**src/rtl/bcd_pkg.sv**
```systemverilog
// Shared types and constants for the BCD seven-segment scan controller.
// Segment patterns are active-low, bit order {g,f,e,d,c,b,a}.
package bcd_pkg;

    typedef enum logic [1:0] {IDLE, LATCH, BLANK, DRIVE} state_t;

    localparam logic [6:0] SEG_OFF  = 7'h7F;
    localparam logic [6:0] SEG_DASH = 7'b0111111;
    localparam logic [7:0] AN_OFF   = 8'hFF;

    // Entries 0xA..0xF are not BCD and render as a dash.
    localparam logic [15:0][6:0] SEG_TABLE = {
        SEG_DASH, SEG_DASH, SEG_DASH, SEG_DASH, SEG_DASH, SEG_DASH,
        7'b0010000,  // 9
        7'b0000000,  // 8
        7'b1111000,  // 7
        7'b0000010,  // 6
        7'b0010010,  // 5
        7'b0011001,  // 4
        7'b0110000,  // 3
        7'b0100100,  // 2
        7'b1111001,  // 1
        7'b1000000   // 0
    };

    // Bit k set means digit k is a leading zero to be blanked; digit 0 never is.
    function automatic logic [7:0] lz_mask(input logic [31:0] data, input logic lz_en);
        logic [7:0] mask;
        logic       above_zero;
        mask       = '0;
        above_zero = 1'b1;
        for (int k = 7; k >= 0; k--) begin
            above_zero = above_zero && (data[4*k +: 4] == 4'd0);
            mask[k]    = lz_en && (k != 0) && above_zero;
        end
        return mask;
    endfunction

endpackage

```
**src/rtl/bcd_scan_ctrl_bcd_to_7seg.sv**
```systemverilog
// Combinational BCD nibble to active-low seven-segment decoder.
import bcd_pkg::*;

module bcd_to_7seg (
    input  logic [3:0] i_nibble,
    output logic [6:0] o_seg
);

    assign o_seg = SEG_TABLE[i_nibble];

endmodule

```
**src/rtl/bcd_scan_ctrl.sv**
```systemverilog
// Time-multiplexed 8-digit seven-segment scan controller with per-frame
// snapshot, blank gap between digits and optional leading-zero blanking.
import bcd_pkg::*;

module bcd_scan_ctrl #(
    parameter int N_DIGITS        = 8,
    parameter int TICKS_PER_DIGIT = 100000,
    parameter int BLANK_TICKS     = 1000
) (
    input  logic        clk_i,
    input  logic        rst_i,
    input  logic        en_i,
    input  logic [31:0] data_i,
    input  logic [7:0]  dp_i,
    input  logic        blank_lz_i,
    output logic [7:0]  an_o,
    output logic [6:0]  seg_o,
    output logic        dp_o,
    output logic        frame_o
);

    localparam int MAX_TICKS = (TICKS_PER_DIGIT > BLANK_TICKS) ? TICKS_PER_DIGIT : BLANK_TICKS;
    localparam int CNT_W     = $clog2(MAX_TICKS + 1);
    localparam logic [CNT_W-1:0] DRIVE_LAST = CNT_W'(TICKS_PER_DIGIT - 1);
    localparam logic [CNT_W-1:0] BLANK_LAST = (BLANK_TICKS > 0) ? CNT_W'(BLANK_TICKS - 1) : '0;
    localparam logic [2:0]       LAST_IDX   = 3'(N_DIGITS - 1);
    localparam state_t           AFTER_GAP  = (BLANK_TICKS > 0) ? BLANK : DRIVE;

    state_t           r_state;
    logic [2:0]       r_idx;
    logic [CNT_W-1:0] r_cnt;
    logic [31:0]      r_data;
    logic [7:0]       r_dp;
    logic [7:0]       r_mask;
    logic [7:0]       r_an;
    logic [6:0]       r_seg;
    logic             r_dp_out;
    logic             r_frame;

    state_t      w_state_next;
    logic [2:0]  w_idx_next;
    logic        w_slot_end;
    logic [31:0] w_data_eff;
    logic [7:0]  w_dp_eff;
    logic [7:0]  w_mask_eff;
    logic [6:0]  w_seg_dec;
    logic [7:0]  w_an_next;
    logic [6:0]  w_seg_next;
    logic        w_dp_next;
    logic        w_frame_next;

    // State register, counters, snapshot and registered outputs.
    always_ff @(posedge clk_i) begin
        if (rst_i) begin
            r_state  <= IDLE;
            r_idx    <= '0;
            r_cnt    <= '0;
            r_data   <= '0;
            r_dp     <= '0;
            r_mask   <= '0;
            r_an     <= AN_OFF;
            r_seg    <= SEG_OFF;
            r_dp_out <= 1'b1;
            r_frame  <= 1'b0;
        end else begin
            r_state <= w_state_next;
            r_idx   <= w_idx_next;
            if (w_slot_end || (w_state_next != r_state) || (w_state_next == IDLE) || (w_state_next == LATCH))
                r_cnt <= '0;
            else
                r_cnt <= r_cnt + CNT_W'(1);
            if (r_state == LATCH) begin
                r_data <= data_i;
                r_dp   <= dp_i;
                r_mask <= lz_mask(data_i, blank_lz_i);
            end
            r_an     <= w_an_next;
            r_seg    <= w_seg_next;
            r_dp_out <= w_dp_next;
            r_frame  <= w_frame_next;
        end
    end

    always_comb begin
        w_state_next = r_state;
        w_idx_next   = r_idx;
        w_slot_end   = 1'b0;
        case (r_state)
            IDLE: begin
                w_state_next = LATCH;
                w_idx_next   = '0;
            end
            LATCH: begin
                w_state_next = AFTER_GAP;
                w_idx_next   = '0;
            end
            BLANK: begin
                if (r_cnt == BLANK_LAST) begin
                    w_slot_end   = 1'b1;
                    w_state_next = DRIVE;
                end
            end
            DRIVE: begin
                if (r_cnt == DRIVE_LAST) begin
                    w_slot_end = 1'b1;
                    if (r_idx == LAST_IDX) begin
                        w_state_next = LATCH;
                    end else begin
                        w_idx_next   = r_idx + 3'd1;
                        w_state_next = AFTER_GAP;
                    end
                end
            end
            default: w_state_next = IDLE;
        endcase
        if (!en_i) begin
            w_state_next = IDLE;
            w_idx_next   = '0;
            w_slot_end   = 1'b0;
        end
    end

    // Outputs follow the next state; with no blank gap DRIVE can follow
    // LATCH directly, so the snapshot being captured is used as-is.
    assign w_data_eff = (r_state == LATCH) ? data_i : r_data;
    assign w_dp_eff   = (r_state == LATCH) ? dp_i : r_dp;
    assign w_mask_eff = (r_state == LATCH) ? lz_mask(data_i, blank_lz_i) : r_mask;

    bcd_to_7seg u_dec (
        .i_nibble (w_data_eff[4*w_idx_next +: 4]),
        .o_seg    (w_seg_dec)
    );

    always_comb begin
        w_an_next    = AN_OFF;
        w_seg_next   = SEG_OFF;
        w_dp_next    = 1'b1;
        w_frame_next = (w_state_next == LATCH);
        if ((w_state_next == DRIVE) && !w_mask_eff[w_idx_next]) begin
            w_an_next  = ~(8'd1 << w_idx_next);
            w_seg_next = w_seg_dec;
            w_dp_next  = ~w_dp_eff[w_idx_next];
        end
    end

    assign an_o    = r_an;
    assign seg_o   = r_seg;
    assign dp_o    = r_dp_out;
    assign frame_o = r_frame;

endmodule
```
**config.mk**
```make
export PLATFORM = sky130hd
export DESIGN_NAME = bcd_scan_ctrl
export DESIGN_NICKNAME = d
export VERILOG_FILES = /design/src/rtl/bcd_pkg.sv /design/src/rtl/bcd_scan_ctrl_bcd_to_7seg.sv /design/src/rtl/bcd_scan_ctrl.sv
export SDC_FILE = /design/constraint.sdc
export NUM_CORES = 1
export LEC_CHECK = 0
export CAP_MARGIN = 10
export CORE_MARGIN = 4
export CORE_UTILIZATION = 56
export CTS_BUF_LIST = sky130_fd_sc_hd__clkbuf_4
export CTS_CLUSTER_DIAMETER = 60
export DETAILED_ROUTE_END_ITERATION = 16
export MAX_ROUTING_LAYER = met4
export PLACE_DENSITY = 0.82
export SLEW_MARGIN = 30
export SYNTH_ARGS = -nofsm -noshare
export SYNTH_HDL_FRONTEND = slang
export SYNTH_SLANG_ARGS = --single-unit
```
**constraint.sdc**
```tcl
create_clock -name clk_i -period 3.85 [get_ports clk_i]
set_clock_uncertainty 0.1 [all_clocks]
set_input_delay 0.385 -clock clk_i [delete_from_list [all_inputs] [get_ports clk_i]]
set_output_delay 0.385 -clock clk_i [all_outputs]
set_load 0.02 [all_outputs]
```
==> results.json <==
{
  "num_vias": 3809,
  "grt_pass1_vias": 3558,
  "syn-num-nets": 556,
  "die_h_um": 94.50,
  "rsz0062_at_grt": "false",
  "synth-xor-area-share": 0.03135,
  "core_area_mm2": 0.007253,
  "yosysWarnings": 0,
  "synth.cell_area_mm2": 0.004190,
  "status": "complete, no violations",
  "post-cts-setup-buffers": 0,
  "cp_data_required_time_ns": 4.09,
  "viasPerCell": 5.728,
  "pin_count": 61,
  "crit_path_max_incr_delay_ns": 0.58,
  "path_cells": "ha_1, and4_1, nand3_2, or4_1, a21bo_2, a311oi_1, o32ai_2, ha_1, nand3b_1, a31o_2",
  "critical-path-slowest-cell": "or4_1",
  "path_max_fanout": 8,
  "syn2layout_area_growth_pct": 19.68,
  "holdBufCountCts": 0,
  "met2_length_um": 5258,
  "fin_crit_ns": 3.517,
  "cp-end-kind": "flip-flop",
  "io_buffer_count": 60,
  "worst_slew_pin_slew_ns": 0.6288,
  "rows": 31,
  "power_density_mw_per_mm2": 321.9,
  "path_common_cell": "ha_1",
  "numCtsBuffers": 9,
  "wire_per_inst_um": 16.09,
  "cts_resized": 0,
  "p_leak_nw": 1.765,
  "synthMuxAreaShare": 0.03255,
  "slew_violations": 0,
  "wl_met3_um": 531,
  "antenna_found_initial": 0,
  "ir_drop_mv": 0.2350,
  "final_util": 0.6914,
  "root_buffer": "clkbuf_4",
  "h-tree-depth": 3,
  "highest_layer": "met4",
  "cts_tree": "yes",
  "hpwl_um": 7991,
  "grt_util_all_layers": 0.2500,
  "grt_pass1_wl_um": 16880,
  "grt_max_degree": 53,
  "gp_congestion": 0.9136,
  "clockBufferDepth": 2,
  "synth_top_area_share": 0.4156,
  "fin_crit_sh": 0.9136,
  "clock_latency_ns": 0.44,
  "fmax_ghz": 0.2843,
  "setup_violations": 0,
  "die_x_um": 94.50,
  "initial_core_util": 0.5777,
  "drc": 0,
  "layout-drive-gt1-share": 0.1007,
  "post-synth-top-area-cell": "dfxtp_1",
  "synth_edf_count": 0,
  "instances_no_fill": 665,
  "synth_ff_type": "dfxtp_1",
  "clk_pin_slew_worst_paths_ns": 0.12,
  "dr.pass1.iters": 5,
  "post-place-cells": 650,
  "layout_commonest_cell": "nand2_1",
  "synthAdderAreaFrac": 0.02389,
  "yosysUniqueCellTypes": 68,
  "antenna_cells": 0,
  "nets": 614,
  "hold_class": "input pin to flip-flop",
  "path_class": "flip-flop to flip-flop",
  "relSlewSlack": 0.5769,
  "final.setup.tns_ns": 0,
  "crit_path_start_kind": "flip-flop",
  "ys_seq_area_frac": 0.4156,
  "hold_violations": 0,
  "critical-path-top-delay-family": "simple AND/OR/NAND/NOR gates",
  "grt-ovfl-total": 0,
  "cap_violations": 0,
  "fp.dieArea_mm2": 0.008930,
  "synth_top_family_by_area": "simple AND/OR/NAND/NOR gates",
  "synth_seq_cells": 87,
  "m1WireLength_um": 4731,
  "layout_common_cells": "nand2_1 (98), dfxtp_1 (87), clkdlybuf4s50_1 (59)",
  "async_reset_ff_frac": 0,
  "synth_cells": 504,
  "holdWs_ns": 0.2749,
  "finalWirelength_um": 10700,
  "ys_top_cells_by_area": "dfxtp_1 (42%), nand2_1 (8.8%), a21oi_1 (6.1%)",
  "arrival_ns": 3.76,
  "drt_iter0_drc": 234,
  "avgSynthCellArea_um2": 8.314,
  "synth_compound_area_frac": 0.1786,
  "antenna_left": 0,
  "clkSinkCount": 87,
  "critical_path_buf_inv_count": 0,
  "yosys.area_share.simple": 0.2744
}
## worst min-delay path, stage by stage
cell and delay (ns):
buf_2 0.11, nor2_1 0.06, o21a_1 0.13, nand4_1 0.09
## synthesized netlist by cell type (5+ instances only)
| master | number |
|---|---|
| buf_2 | 5 |
| nand3_1 | 19 |
| ha_1 | 8 |
| o21ai_0 | 13 |
| xor2_1 | 11 |
| a21o_1 | 6 |
| and3_1 | 10 |
| nand2b_1 | 5 |
| clkbuf_1 | 16 |
| o211ai_1 | 5 |
| dfxtp_1 | 87 |
| buf_6 | 5 |
| nor3_1 | 6 |
| a21oi_1 | 51 |
| nand2_1 | 98 |
| nor2_1 | 50 |
| mux2i_1 | 11 |
| nor4_1 | 6 |
| nand4_1 | 10 |
## final timing paths
kind / from / end / slack, ns / depth (start not counted)
max reg2reg: r_cnt[0]$_SDFF_PP0_ / seg_o[0]$_SDFF_PP1_ / 0.33 / 10
min reg2reg: r_dp[6]$_SDFF_PP0_ / r_dp[6]$_SDFF_PP0_ / 0.36 / 2
max: r_cnt[0]$_SDFF_PP0_ / seg_o[0]$_SDFF_PP1_ / 0.33 / 10
min: rst_i / an_o[0]$_SDFF_PP1_ / 0.27 / 4
## cell type report
| class | count | area (µm²) |
|---|---|---|
| clock buffer | 9 | 67.56 |
| inverter | 4 | 15.01 |
| fill | 636 | 2238 |
| sequential | 87 | 1742 |
| multi-input combinational | 383 | 2281 |
| tap | 99 | 123.9 |
| timing repair buffer | 77 | 723.2 |
| clock inverter | 6 | 62.56 |
## sequential cells by signal (all words and copies together), names as in the netlist, 2 cells and up
register  flops
r_data       32
r_cnt        17
an_o          8
r_dp          8
r_mask        8
seg_o         7
r_idx         3
r_state       2
## power by group
| part | total, mW | internal (mW) | switching, mW |
|---|---|---|---|
| logic | 0.177 | 0.0864 | 0.0905 |
| clock network | 0.500 | 0.192 | 0.308 |
| registers | 0.937 | 0.922 | 0.0146 |
## kinds of logic (layout without fill, tap and decap cells)
family,after synthesis,count (layout)
AOI/OAI and AO/OA,112,112
xor gates and xnor gates,15,15
adders and majority gates,8,8
buffers and inverters,34,96
DFF,87,87
muxes,13,13
and+or+nand+nor,235,235
## metrics by stage
step | power, mW | setup WS (ns) | cell area [µm²]
3_3_place_gp | 1.127 | 0.3135 | 4877
6_report | 1.614 | 0.3328 | 5015
4_1_cts | 1.626 | 0.1390 | 5007
5_1_grt | 1.682 | 0.1914 | 5015
2_1_floorplan | 1.052 | 0.6049 | 4190
3_5_place_dp | 1.132 | 0.1616 | 4877
## routing by layer
layer  global-route usage  up-vias
met5                    -        -
met3              0.04940       21
met4              0.08774        0
met2               0.4090      109
li1                     -     1891
met1               0.3080     1788
No activity file was read; power rests on OpenSTA's default activity.
